===== src/rtl/i2c_sensor_target.sv =====
// i2c_sensor_target: I2C target that stands in for the board's temperature/
// humidity sensor. Reads return a 16-bit measurement snapshot taken at
// address match, MSB first. Writes deliver command bytes on cmd_out/cmd_valid.
// Optional feature macro: I2C_TGT_CRC_EN adds a CRC-8 byte after the
// measurement (poly 0x31, init 0xFF). Without it, the third and later read
// bytes are 0xFF.
`timescale 1ns/1ps
module i2c_sensor_target #(
  parameter logic [6:0] ADDR = 7'h40
) (
  input  logic        clk,
  input  logic        rst,
  input  logic        scl_in,
  input  logic        sda_in,
  output logic        sda_en,
  input  logic [15:0] meas_in,
  output logic [7:0]  cmd_out,
  output logic        cmd_valid,
  output logic        busy
);

  localparam logic [2:0] S_IDLE     = 3'd0;
  localparam logic [2:0] S_ADDR     = 3'd1;
  localparam logic [2:0] S_ADDR_ACK = 3'd2;
  localparam logic [2:0] S_WR_DATA  = 3'd3;
  localparam logic [2:0] S_RD_DATA  = 3'd4;
  localparam logic [2:0] S_RD_ACK   = 3'd5;
  localparam logic [2:0] S_IGNORE   = 3'd6;

  logic       r_scl_s1, r_scl_s2, r_scl_d;
  logic       r_sda_s1, r_sda_s2, r_sda_d;
  logic [2:0] r_state;
  logic [3:0] r_bit_cnt;
  logic [6:0] r_shift;
  logic [7:0] r_tx;
  logic [7:0] r_snap_lo;
  logic [1:0] r_byte_cnt;
  logic       r_rw;
  logic       r_ack_ph;
  logic       r_sda_en;
  logic       r_busy;
  logic       r_cmd_valid;
  logic [7:0] r_cmd;

  logic       w_scl_rise, w_scl_fall, w_start, w_stop;
  logic [7:0] w_byte;
  logic [7:0] w_next_byte;

`ifdef I2C_TGT_CRC_EN
  logic [7:0] r_snap_hi;
  logic [7:0] w_crc;

  // CRC-8, poly 0x31, init 0xFF, MSB first, no reflection, no final XOR.
  function automatic logic [7:0] crc8(input logic [15:0] data);
    logic [7:0] crc;
    crc = 8'hFF;
    for (int i = 15; i >= 0; i--) begin
      if (crc[7] ^ data[i]) crc = {crc[6:0], 1'b0} ^ 8'h31;
      else                  crc = {crc[6:0], 1'b0};
    end
    return crc;
  endfunction

  assign w_crc = crc8({r_snap_hi, r_snap_lo});
`endif

  // Edges and bus conditions use only the synchronized, one-cycle-delayed levels.
  assign w_scl_rise = r_scl_s2 & ~r_scl_d;
  assign w_scl_fall = ~r_scl_s2 & r_scl_d;
  // SCL must be high in both samples, so SDA moving together with an SCL
  // rising edge is taken as a data bit rather than START/STOP.
  assign w_start = r_scl_s2 & r_scl_d & r_sda_d & ~r_sda_s2;
  assign w_stop  = r_scl_s2 & r_scl_d & ~r_sda_d & r_sda_s2;
  assign w_byte  = {r_shift, r_sda_s2};

  assign sda_en    = r_sda_en;
  assign cmd_out   = r_cmd;
  assign cmd_valid = r_cmd_valid;
  assign busy      = r_busy;

  // Two-flop synchronizers plus one history stage for edge detection.
  always_ff @(posedge clk) begin
    // NOTE: sequential state uses non-blocking assignments so every flop samples pre-edge values.
    if (rst) begin
      // Reset to the idle-bus level so leaving reset does not look like bus activity.
      r_scl_s1 <= 1'b1;
      r_scl_s2 <= 1'b1;
      r_scl_d  <= 1'b1;
      r_sda_s1 <= 1'b1;
      r_sda_s2 <= 1'b1;
      r_sda_d  <= 1'b1;
    end else begin
      r_scl_s1 <= scl_in;
      r_scl_s2 <= r_scl_s1;
      r_scl_d  <= r_scl_s2;
      r_sda_s1 <= sda_in;
      r_sda_s2 <= r_sda_s1;
      r_sda_d  <= r_sda_s2;
    end
  end

  // Byte to shift out after the master ACKs the current read byte.
  always_comb begin
    // NOTE: default assigned first so no path leaves w_next_byte unassigned (no latch).
    w_next_byte = 8'hFF;
    case (r_byte_cnt)
      2'd0:    w_next_byte = r_snap_lo;
`ifdef I2C_TGT_CRC_EN
      2'd1:    w_next_byte = w_crc;
`endif
      default: w_next_byte = 8'hFF;
    endcase
  end

  // Protocol FSM: START/STOP first, then SCL-rise sampling / SCL-fall driving.
  always_ff @(posedge clk) begin
    if (rst) begin
      r_state     <= S_IDLE;
      r_bit_cnt   <= 4'd0;
      r_shift     <= 7'd0;
      r_tx        <= 8'hFF;
      r_snap_lo   <= 8'h00;
      r_byte_cnt  <= 2'd0;
      r_rw        <= 1'b0;
      r_ack_ph    <= 1'b0;
      r_sda_en    <= 1'b0;
      r_busy      <= 1'b0;
      r_cmd_valid <= 1'b0;
      r_cmd       <= 8'h00;
`ifdef I2C_TGT_CRC_EN
      r_snap_hi   <= 8'h00;
`endif
    end else begin
      r_cmd_valid <= 1'b0;
      if (w_start) begin
        r_state   <= S_ADDR;
        r_bit_cnt <= 4'd0;
        r_ack_ph  <= 1'b0;
        r_sda_en  <= 1'b0;
      end else if (w_stop) begin
        r_state   <= S_IDLE;
        r_bit_cnt <= 4'd0;
        r_ack_ph  <= 1'b0;
        r_sda_en  <= 1'b0;
        r_busy    <= 1'b0;
      end else begin
        case (r_state)
          S_ADDR: if (w_scl_rise) begin
            r_shift <= w_byte[6:0];
            if (r_bit_cnt == 4'd7) begin
              r_bit_cnt <= 4'd0;
              if (w_byte[7:1] == ADDR) begin
                r_busy   <= 1'b1;
                r_rw     <= w_byte[0];
                r_ack_ph <= 1'b0;
                r_state  <= S_ADDR_ACK;
                if (w_byte[0]) begin
                  // Snapshot the whole measurement now; later meas_in changes are ignored.
                  r_tx       <= meas_in[15:8];
                  r_snap_lo  <= meas_in[7:0];
                  r_byte_cnt <= 2'd0;
`ifdef I2C_TGT_CRC_EN
                  r_snap_hi  <= meas_in[15:8];
`endif
                end
              end else begin
                r_state <= S_IGNORE;
              end
            end else begin
              r_bit_cnt <= r_bit_cnt + 4'd1;
            end
          end
          // Shared by address and write-data bytes: pull low, then release.
          S_ADDR_ACK: if (w_scl_fall) begin
            if (!r_ack_ph) begin
              r_sda_en <= 1'b1;
              r_ack_ph <= 1'b1;
            end else begin
              r_ack_ph <= 1'b0;
              if (r_rw) begin
                // The first read bit goes out on the same fall that ends the ACK.
                r_sda_en  <= ~r_tx[7];
                r_tx      <= {r_tx[6:0], 1'b1};
                r_bit_cnt <= 4'd1;
                r_state   <= S_RD_DATA;
              end else begin
                r_sda_en  <= 1'b0;
                r_bit_cnt <= 4'd0;
                r_state   <= S_WR_DATA;
              end
            end
          end
          S_WR_DATA: if (w_scl_rise) begin
            r_shift <= w_byte[6:0];
            if (r_bit_cnt == 4'd7) begin
              r_cmd       <= w_byte;
              r_cmd_valid <= 1'b1;
              r_bit_cnt   <= 4'd0;
              r_ack_ph    <= 1'b0;
              r_state     <= S_ADDR_ACK;
            end else begin
              r_bit_cnt <= r_bit_cnt + 4'd1;
            end
          end
          S_RD_DATA: if (w_scl_fall) begin
            if (r_bit_cnt == 4'd8) begin
              r_sda_en  <= 1'b0;
              r_bit_cnt <= 4'd0;
              r_state   <= S_RD_ACK;
            end else begin
              r_sda_en  <= ~r_tx[7];
              r_tx      <= {r_tx[6:0], 1'b1};
              r_bit_cnt <= r_bit_cnt + 4'd1;
            end
          end
          S_RD_ACK: if (w_scl_rise) begin
            if (!r_sda_s2) begin
              r_tx      <= w_next_byte;
              r_bit_cnt <= 4'd0;
              if (r_byte_cnt != 2'd2) r_byte_cnt <= r_byte_cnt + 2'd1;
              r_state   <= S_RD_DATA;
            end else begin
              r_busy  <= 1'b0;
              r_state <= S_IGNORE;
            end
          end
          default: ;
        endcase
      end
    end
  end

endmodule


===== config.mk =====
export PLATFORM = sky130hd
export DESIGN_NAME = i2c_sensor_target
export DESIGN_NICKNAME = d
export VERILOG_FILES = /design/src/rtl/i2c_sensor_target.sv
export SDC_FILE = /design/constraint.sdc
export NUM_CORES = 1
export LEC_CHECK = 0
export CAP_MARGIN = 20
export CORE_MARGIN = 4
export CORE_UTILIZATION = 50
export CTS_CLUSTER_SIZE = 14
export DETAILED_ROUTE_END_ITERATION = 8
export PLACE_DENSITY = 0.75
export SYNTH_ARGS = -nofsm -noshare
export SYNTH_HDL_FRONTEND = slang
export SYNTH_SLANG_ARGS = --single-unit
export TNS_END_PERCENT = 100

===== constraint.sdc =====
create_clock -name clk -period 1.8 [get_ports clk]
set_input_delay 0.18 -clock clk [delete_from_list [all_inputs] [get_ports clk]]
set_output_delay 0.18 -clock clk [all_outputs]
set_load 0.02 [all_outputs]

==> results of run 1 <==
worst max-delay path by stage:
stage / start / endpoint / slack (ns) / cells after the start
2_1_floorplan: r_state[1] / r_state[0] / 0.01 / 6
3_3_place_gp: r_bit_cnt[1] / r_snap_lo[1] / -0.02 / 7
3_5_place_dp: r_bit_cnt[1] / r_state[1] / -0.08 / 6
4_1_cts: r_state[1] / r_bit_cnt[2] / 0.002 / 7
5_1_grt: r_bit_cnt[0] / r_state[1] / -0.07 / 6
6_report: r_bit_cnt[0] / r_state[1] / -0.01 / 6
cells by family (layout without fill, tap and decap cells):
group	count (synthesis)	in the layout	synth area share, %
multiplexers	33	33	12.0
AO/OA/AOI/OAI	68	68	18.9
buffers and inverters	30	98	5.11
XOR/XNOR	2	2	0.639
AND/OR/NAND/NOR	114	114	23.3
flip-flops	51	51	37.2
adder cells (fa/ha/maj)	6	6	2.74
Yosys cell counts, types with 2 or more instances:
library cell / number / area (sq um)
a211oi_1: 4 / 30.0
a211oi_2: 2 / 25.0
a21o_1: 4 / 30.0
a21oi_1: 15 / 75.1
a221o_1: 7 / 70.1
a31oi_1: 7 / 43.8
and3_1: 3 / 18.8
buf_2: 7 / 35.0
buf_6: 2 / 22.5
clkbuf_1: 9 / 33.8
dfxtp_1: 51 / 1020
ha_1: 6 / 75.1
inv_1: 11 / 41.3
mux2i_1: 33 / 330
nand2_1: 9 / 33.8
nand2b_1: 9 / 56.3
nand3_1: 2 / 10.0
nand3b_1: 3 / 22.5
nand4_1: 4 / 25.0
nor2_1: 47 / 176
nor2b_1: 5 / 31.3
nor3_1: 5 / 25.0
nor3b_1: 4 / 30.0
o21ai_0: 8 / 40.0
o31ai_1: 2 / 15.0
or2_2: 7 / 43.8
or4b_1: 2 / 20.0
power breakdown:
part           total [W]  internal, W  switching [W]
clock network   0.000860     0.000458       0.000402
logic            0.00129     0.000676       0.000614
registers        0.00135      0.00125      0.0000968
total            0.00350      0.00239        0.00111
what timing repair did:
item,in CTS,in global routing
pin swaps,3,9
gates resized for setup,8,40
setup buffers,1,6
setup endpoints to repair,19,32
critical path: cells and delay by family, from the launching register on:
family / cells / cell delay [ns]
flip-flops: 1 / 0.38
AO/OA/AOI/OAI: 4 / 0.91
adder cells (fa/ha/maj): 1 / 0.21
AND/OR/NAND/NOR: 1 / 0.20
placed cells by master (no fill, tap or decap), types with 6 or more instances in the layout:
master           instances
nand2_1                  9
a221o_1                  7
dfxtp_2                  8
mux2i_1                 33
buf_4                   42
nor2_1                  45
clkdlybuf4s50_1         29
inv_1                    9
nand2b_1                 8
or2_2                    7
a21oi_1                  9
a31oi_1                  6
a21oi_2                  7
o21ai_0                  8
clkbuf_8                 6
dfxtp_1                 41
per-layer routing:
| metal | routed length, um | vias to the layer above | track usage [%] |
|---|---|---|---|
| met5 | 0 | - | 0 |
| met2 | 3310 | 64 | 34.5 |
| met3 | 332 | 20 | 4.93 |
| li1 | - | 1229 | - |
| met1 | 3180 | 1193 | 28.5 |
| met4 | 181 | 0 | 8.64 |
flip-flops by register name, indices dropped and copies added, names as in the netlist, 2 cells and up:
register and cells:
cmd_out 8, r_snap_lo 8, r_tx 8, r_shift 7, r_bit_cnt 4, r_state 3, r_byte_cnt 2
metrics by stage:
stage	hold WS (ns)	power (W)	TNS, ns
floorplan	0.284	0.00204	0
global placement	0.392	0.00243	-0.119
detailed placement	0.397	0.00245	-0.516
CTS	0.192	0.00335	0
global route	0.202	0.00369	-0.570
finish	0.195	0.00350	-0.0106
final cells by class:
cell class | instances | area (sq um) | share of cell area, %
multi-input combinational | 223 | 1690 | 45.9
sequential | 51 | 1040 | 28.2
timing repair buffer | 79 | 707 | 19.2
tap | 70 | 87.6 | 2.37
clock buffer | 6 | 82.6 | 2.24
inverter | 11 | 41.3 | 1.12
clock inverter | 2 | 38.8 | 1.05
==> impl_metrics.env, run 1 <==
export IMPL_ys_seq_elements=51
export IMPL_place_gp_congestion=0.967
export IMPL_clockBufferDepth=2
export IMPL_power_density_mw_per_mm2=949
export IMPL_clockRootBuffer="clkbuf_8"
export IMPL_drv_cap=0
export IMPL_wl_mm=7.00
export IMPL_wire_per_inst_um=15.8
export IMPL_clock_latency_ns=0.31
export IMPL_worstHoldPathType="primary input to flip-flop"
export IMPL_instances_no_fill=442
export IMPL_drive_gt1_share_pct=31.5
export IMPL_grt_max_degree=45
export IMPL_rsz0062_at_grt="true"
export IMPL_start_util_pct=52.7
export IMPL_hold_end="r_state[0]"
export IMPL_critPathSlowestCell="dfxtp_2"
export IMPL_final_setup_skew_ns=0.00857
export IMPL_crit_fanout=4
export IMPL_hold_violations=0
export IMPL_antenna_found_initial=0
export IMPL_utilization_pct=70.9
export IMPL_syn_area_sq_mm=0.00274
export IMPL_drt_iter0_markers=201
export IMPL_first_pass_iters=5
export IMPL_port_buffers=30
export IMPL_yosysWarningCount=0
export IMPL_leakage_nw=1.53
export IMPL_hold_start="rst"
export IMPL_core_rowCount=26
export IMPL_finalCritPeriodShare_pct=101
export IMPL_cts_tree="built"
export IMPL_antenna_cells=0
export IMPL_grt_use_total_pct=21.7
export IMPL_ys_seq_area_share_pct=37.2
export IMPL_cts_made_buffers=5
export IMPL_final_area_sq_mm=0.00369
export IMPL_h_tree_depth=2
export IMPL_irDropWorstVdd_v=0.000464
export IMPL_place_area_sq_mm=0.00337
export IMPL_synthArstFlopShare_pct=0
export IMPL_drc=0
export IMPL_core_sq_mm=0.00520
export IMPL_fp_dieW_um=82.0
export IMPL_dp_cells=427
export IMPL_ioPinCount=31
export IMPL_worstReg2RegEnd="r_state[1]"
export IMPL_r2r_slack_ns=-0.01
export IMPL_overflow=0
export IMPL_synth_top_flop_cell="dfxtp_1"
export IMPL_worstPathArrival_ns=2.00
export IMPL_cts_hold_buf=0
export IMPL_synth_edf_count=0
export IMPL_worstSetupStartpointType="flip-flop"
export IMPL_outcome="complete, but fails checks"
export IMPL_timing_rr_start="r_bit_cnt[0]"
export IMPL_worstRegToRegCells=6
export IMPL_failed_checks="setup timing"
export IMPL_clk_pin_slew_worst_paths_ns=0.09
export IMPL_worst_setup_path_end_kind="flip-flop"
export IMPL_die_y_um=82.0
export IMPL_fin_ws_ns=-0.0106
export IMPL_grt_pass1_wl_mm=11.2
export IMPL_num_fill_cells=406
export IMPL_path_cells="ha_2 -> nand3b_1 -> a22oi_2 -> o311ai_4 -> a2111oi_2 -> a211oi_1"
export IMPL_critPathRequiredTime_ns=1.99
export IMPL_worst_pin_slew_ns=0.373
export IMPL_grt_pass1_vias=2340
export IMPL_slew_headroom_pct=75.1
export IMPL_finalMaxSlewViolations=0
export IMPL_dieArea_sq_mm=0.00673
export IMPL_via_count=2506
export IMPL_max_stage_delay_ns=0.38
export IMPL_drtAntennaViolNets=0
export IMPL_critPathKind="flip-flop to flip-flop"
export IMPL_syn_area_per_cell_sq_um=9.02
export IMPL_fin_nets=397
export IMPL_syn_nets=330
export IMPL_syn_to_final_growth_pct=34.6
export IMPL_synth_cells=304
export IMPL_holdPathStages=2
export IMPL_ys_types=63
export IMPL_cts_sinks=51
export IMPL_post_drt_via_cell_ratio=5.67
export IMPL_max_freq_mhz=552
export IMPL_place_hpwl_mm=4.84
export IMPL_min_period_ns=1.81
export IMPL_dpl_worst_slack_ns=-0.0760
export IMPL_setup_viol=1
Power figures use the tool's default switching activity.
==> run 2, diff against run 1 <==
--- a/config.mk
+++ b/config.mk
@@ -7,10 +7,10 @@
 export LEC_CHECK = 0
 export CAP_MARGIN = 20
 export CORE_MARGIN = 4
-export CORE_UTILIZATION = 50
+export CORE_UTILIZATION = 56
 export CTS_CLUSTER_SIZE = 14
 export DETAILED_ROUTE_END_ITERATION = 8
-export PLACE_DENSITY = 0.75
+export PLACE_DENSITY = 0.8
 export SYNTH_ARGS = -nofsm -noshare
 export SYNTH_HDL_FRONTEND = slang
 export SYNTH_SLANG_ARGS = --single-unit
==> constraint.sdc (replaced) <==
create_clock -name clk -period 1.9 [get_ports clk]
set_input_delay 0.19 -clock clk [delete_from_list [all_inputs] [get_ports clk]]
set_output_delay 0.19 -clock clk [all_outputs]
set_load 0.02 [all_outputs]
==> run 2 against run 1 <==
The run now ends clean. First-iteration DRC count rose by 12%. Via count decreased by 4.0%. Clock skew decreased by 0.0013 ns.
==> impl_metrics.env, run 2 (same netlist as run 1, synthesis figures left out) <==
export IMPL_instances_no_fill=420
export IMPL_pwr_share_clk_pct=21.4
export IMPL_pwr_share_comb_pct=34.5
export IMPL_cts_made_buffers=5
export IMPL_hold_violations=0
export IMPL_crit_family="buffers and inverters"
export IMPL_clockRootBuffer="clkbuf_8"
export IMPL_switching_share_pct=33.0
export IMPL_worst_pin_slew_ns=0.534
export IMPL_max_freq_mhz=548
export IMPL_irDropWorstVdd_v=0.000520
export IMPL_ioPinCount=31
export IMPL_cts_sinks=51
export IMPL_p_sw_w=0.000962
export IMPL_drtAntennaViolNets=0
export IMPL_antenna_found_initial=0
export IMPL_design_power_total_w=0.00292
export IMPL_place_area_sq_mm=0.00325
export IMPL_place_hpwl_mm=4.78
export IMPL_crit_buf_inv=4
export IMPL_worst_setup_path_end_kind="flip-flop"
export IMPL_power_density_mw_per_mm2=861
export IMPL_min_period_ns=1.82
export IMPL_worstPathArrival_ns=2.03
export IMPL_via_count=2406
export IMPL_critPathKind="flip-flop to flip-flop"
export IMPL_layout_common_cells="nor2_1 (46), dfxtp_1 (44), mux2i_1 (33)"
export IMPL_worstHoldPathType="primary input to flip-flop"
export IMPL_core_sq_mm=0.00472
export IMPL_first_pass_iters=4
export IMPL_setup_viol=0
export IMPL_wl_mm=6.45
export IMPL_final_setup_skew_ns=0.00722
export IMPL_port_buffers=30
export IMPL_wire_per_inst_um=15.3
export IMPL_cts_hold_buf=0
export IMPL_utilization_pct=71.8
export IMPL_path_cells="buf_4 -> nor3b_2 -> buf_4 -> a22oi_2 -> buf_4 -> buf_4 -> nor3_1 -> a211oi_1 -> a211oi_1"
export IMPL_crit_fanout=6
export IMPL_final_area_sq_mm=0.00339
export IMPL_clk_pin_slew_worst_paths_ns=0.10
export IMPL_holdWs_ns=0.350
export IMPL_critPathRequiredTime_ns=2.11
export IMPL_seq_power_share_pct=44.1
export IMPL_grt_use_total_pct=22.8
export IMPL_p_int_w=0.00196
export IMPL_drt_iter0_markers=226
export IMPL_drc=0
export IMPL_dp_cells=410
export IMPL_drv_cap=0
export IMPL_overflow=0
export IMPL_start_util_pct=58.0
export IMPL_worstSetupStartpointType="flip-flop"
export IMPL_place_gp_congestion=0.923
export IMPL_grt_pass1_vias=2308
export IMPL_finalMaxSlewViolations=0
export IMPL_rsz0062_at_grt="true"
export IMPL_antenna_cells=0
export IMPL_critPathSlowestCell="dfxtp_2"
export IMPL_max_stage_delay_ns=0.36
export IMPL_clock_latency_ns=0.30
export IMPL_slew_headroom_pct=64.4
export IMPL_finalCritPeriodShare_pct=96.0
export IMPL_final_common_cell="nor2_1"
export IMPL_drive_gt1_share_pct=21.0
export IMPL_dieArea_sq_mm=0.00608
export IMPL_fin_nets=378
export IMPL_grt_pass1_wl_mm=11.2
export IMPL_outcome="complete, no violations"
export IMPL_cts_tree="built"
export IMPL_post_drt_via_cell_ratio=5.73
export IMPL_die_y_um=78.0
export IMPL_critPathMostFrequentCell="buf_4"
export IMPL_grt_max_degree=34
export IMPL_syn_to_final_growth_pct=23.7
export IMPL_leakage_nw=1.40
export IMPL_clockBufferDepth=2
export IMPL_fp_dieW_um=78.0
export IMPL_core_rowCount=25
export IMPL_h_tree_depth=2
-- run 2: changes by cell type in the layout (fill, tap and decap cells not counted), moves of 3 or more --
cell	change
dfxtp_2	-3
a21oi_2	-6
buf_4	-14
dfxtp_1	+3
buf_6	-4
a21oi_1	+6
-- run 2: final cells by class --
| type | count | area, sq um |
|---|---|---|
| multi-input combinational | 223 | 1610 |
| fill | 366 | 1330 |
| sequential | 51 | 1030 |
| timing repair buffer | 60 | 537 |
| tap | 67 | 83.8 |
| clock buffer | 5 | 68.8 |
| inverter | 11 | 41.3 |
| clock inverter | 3 | 18.8 |
-- run 2: layer usage --
metal	track usage, %	part of all wire [%]
met5	0	0
met4	4.90	0.70
met3	3.94	5.1
met2	36.4	47
met1	32.4	48
-- run 2: path summary, 6_finish.rpt --
kind | start | endpoint | slack (ns) | depth (start not counted)
setup / recovery | r_state[0] | r_bit_cnt[0] | 0.08 | 9
hold / removal | rst | r_snap_lo[7] | 0.35 | 2
setup reg to reg | r_state[0] | r_bit_cnt[0] | 0.08 | 9
hold reg to reg | r_sda_s1 | r_sda_s2 | 0.42 | 1
-- run 2: metrics by stage --
step / setup WS, ns / setup TNS [ns]
after floorplan: 0.0366 / 0
after global placement: 0.0442 / 0
after detailed placement: -0.00218 / -0.00218
after CTS: 0.00856 / 0
after global routing: -0.0260 / -0.0364
final: 0.0761 / 0
-- run 2: repair_timing --
action	in CTS	in global routing
resized for setup	3	14
buffers inserted	0	2
setup endpoints to repair	11	31
pin swaps	0	6
-- run 2: power groups by stage --
| stage | registers, W | logic [W] | clock network [W] |
|---|---|---|---|
| finish | 0.00129 | 0.00101 | 0.000626 |
| global route | 0.00130 | 0.00111 | 0.000688 |
| CTS | 0.00128 | 0.000962 | 0.000640 |
| detailed placement | 0.00131 | 0.000954 | 0 |
| floorplan | 0.00127 | 0.000653 | 0 |
| global placement | 0.00130 | 0.000935 | 0 |
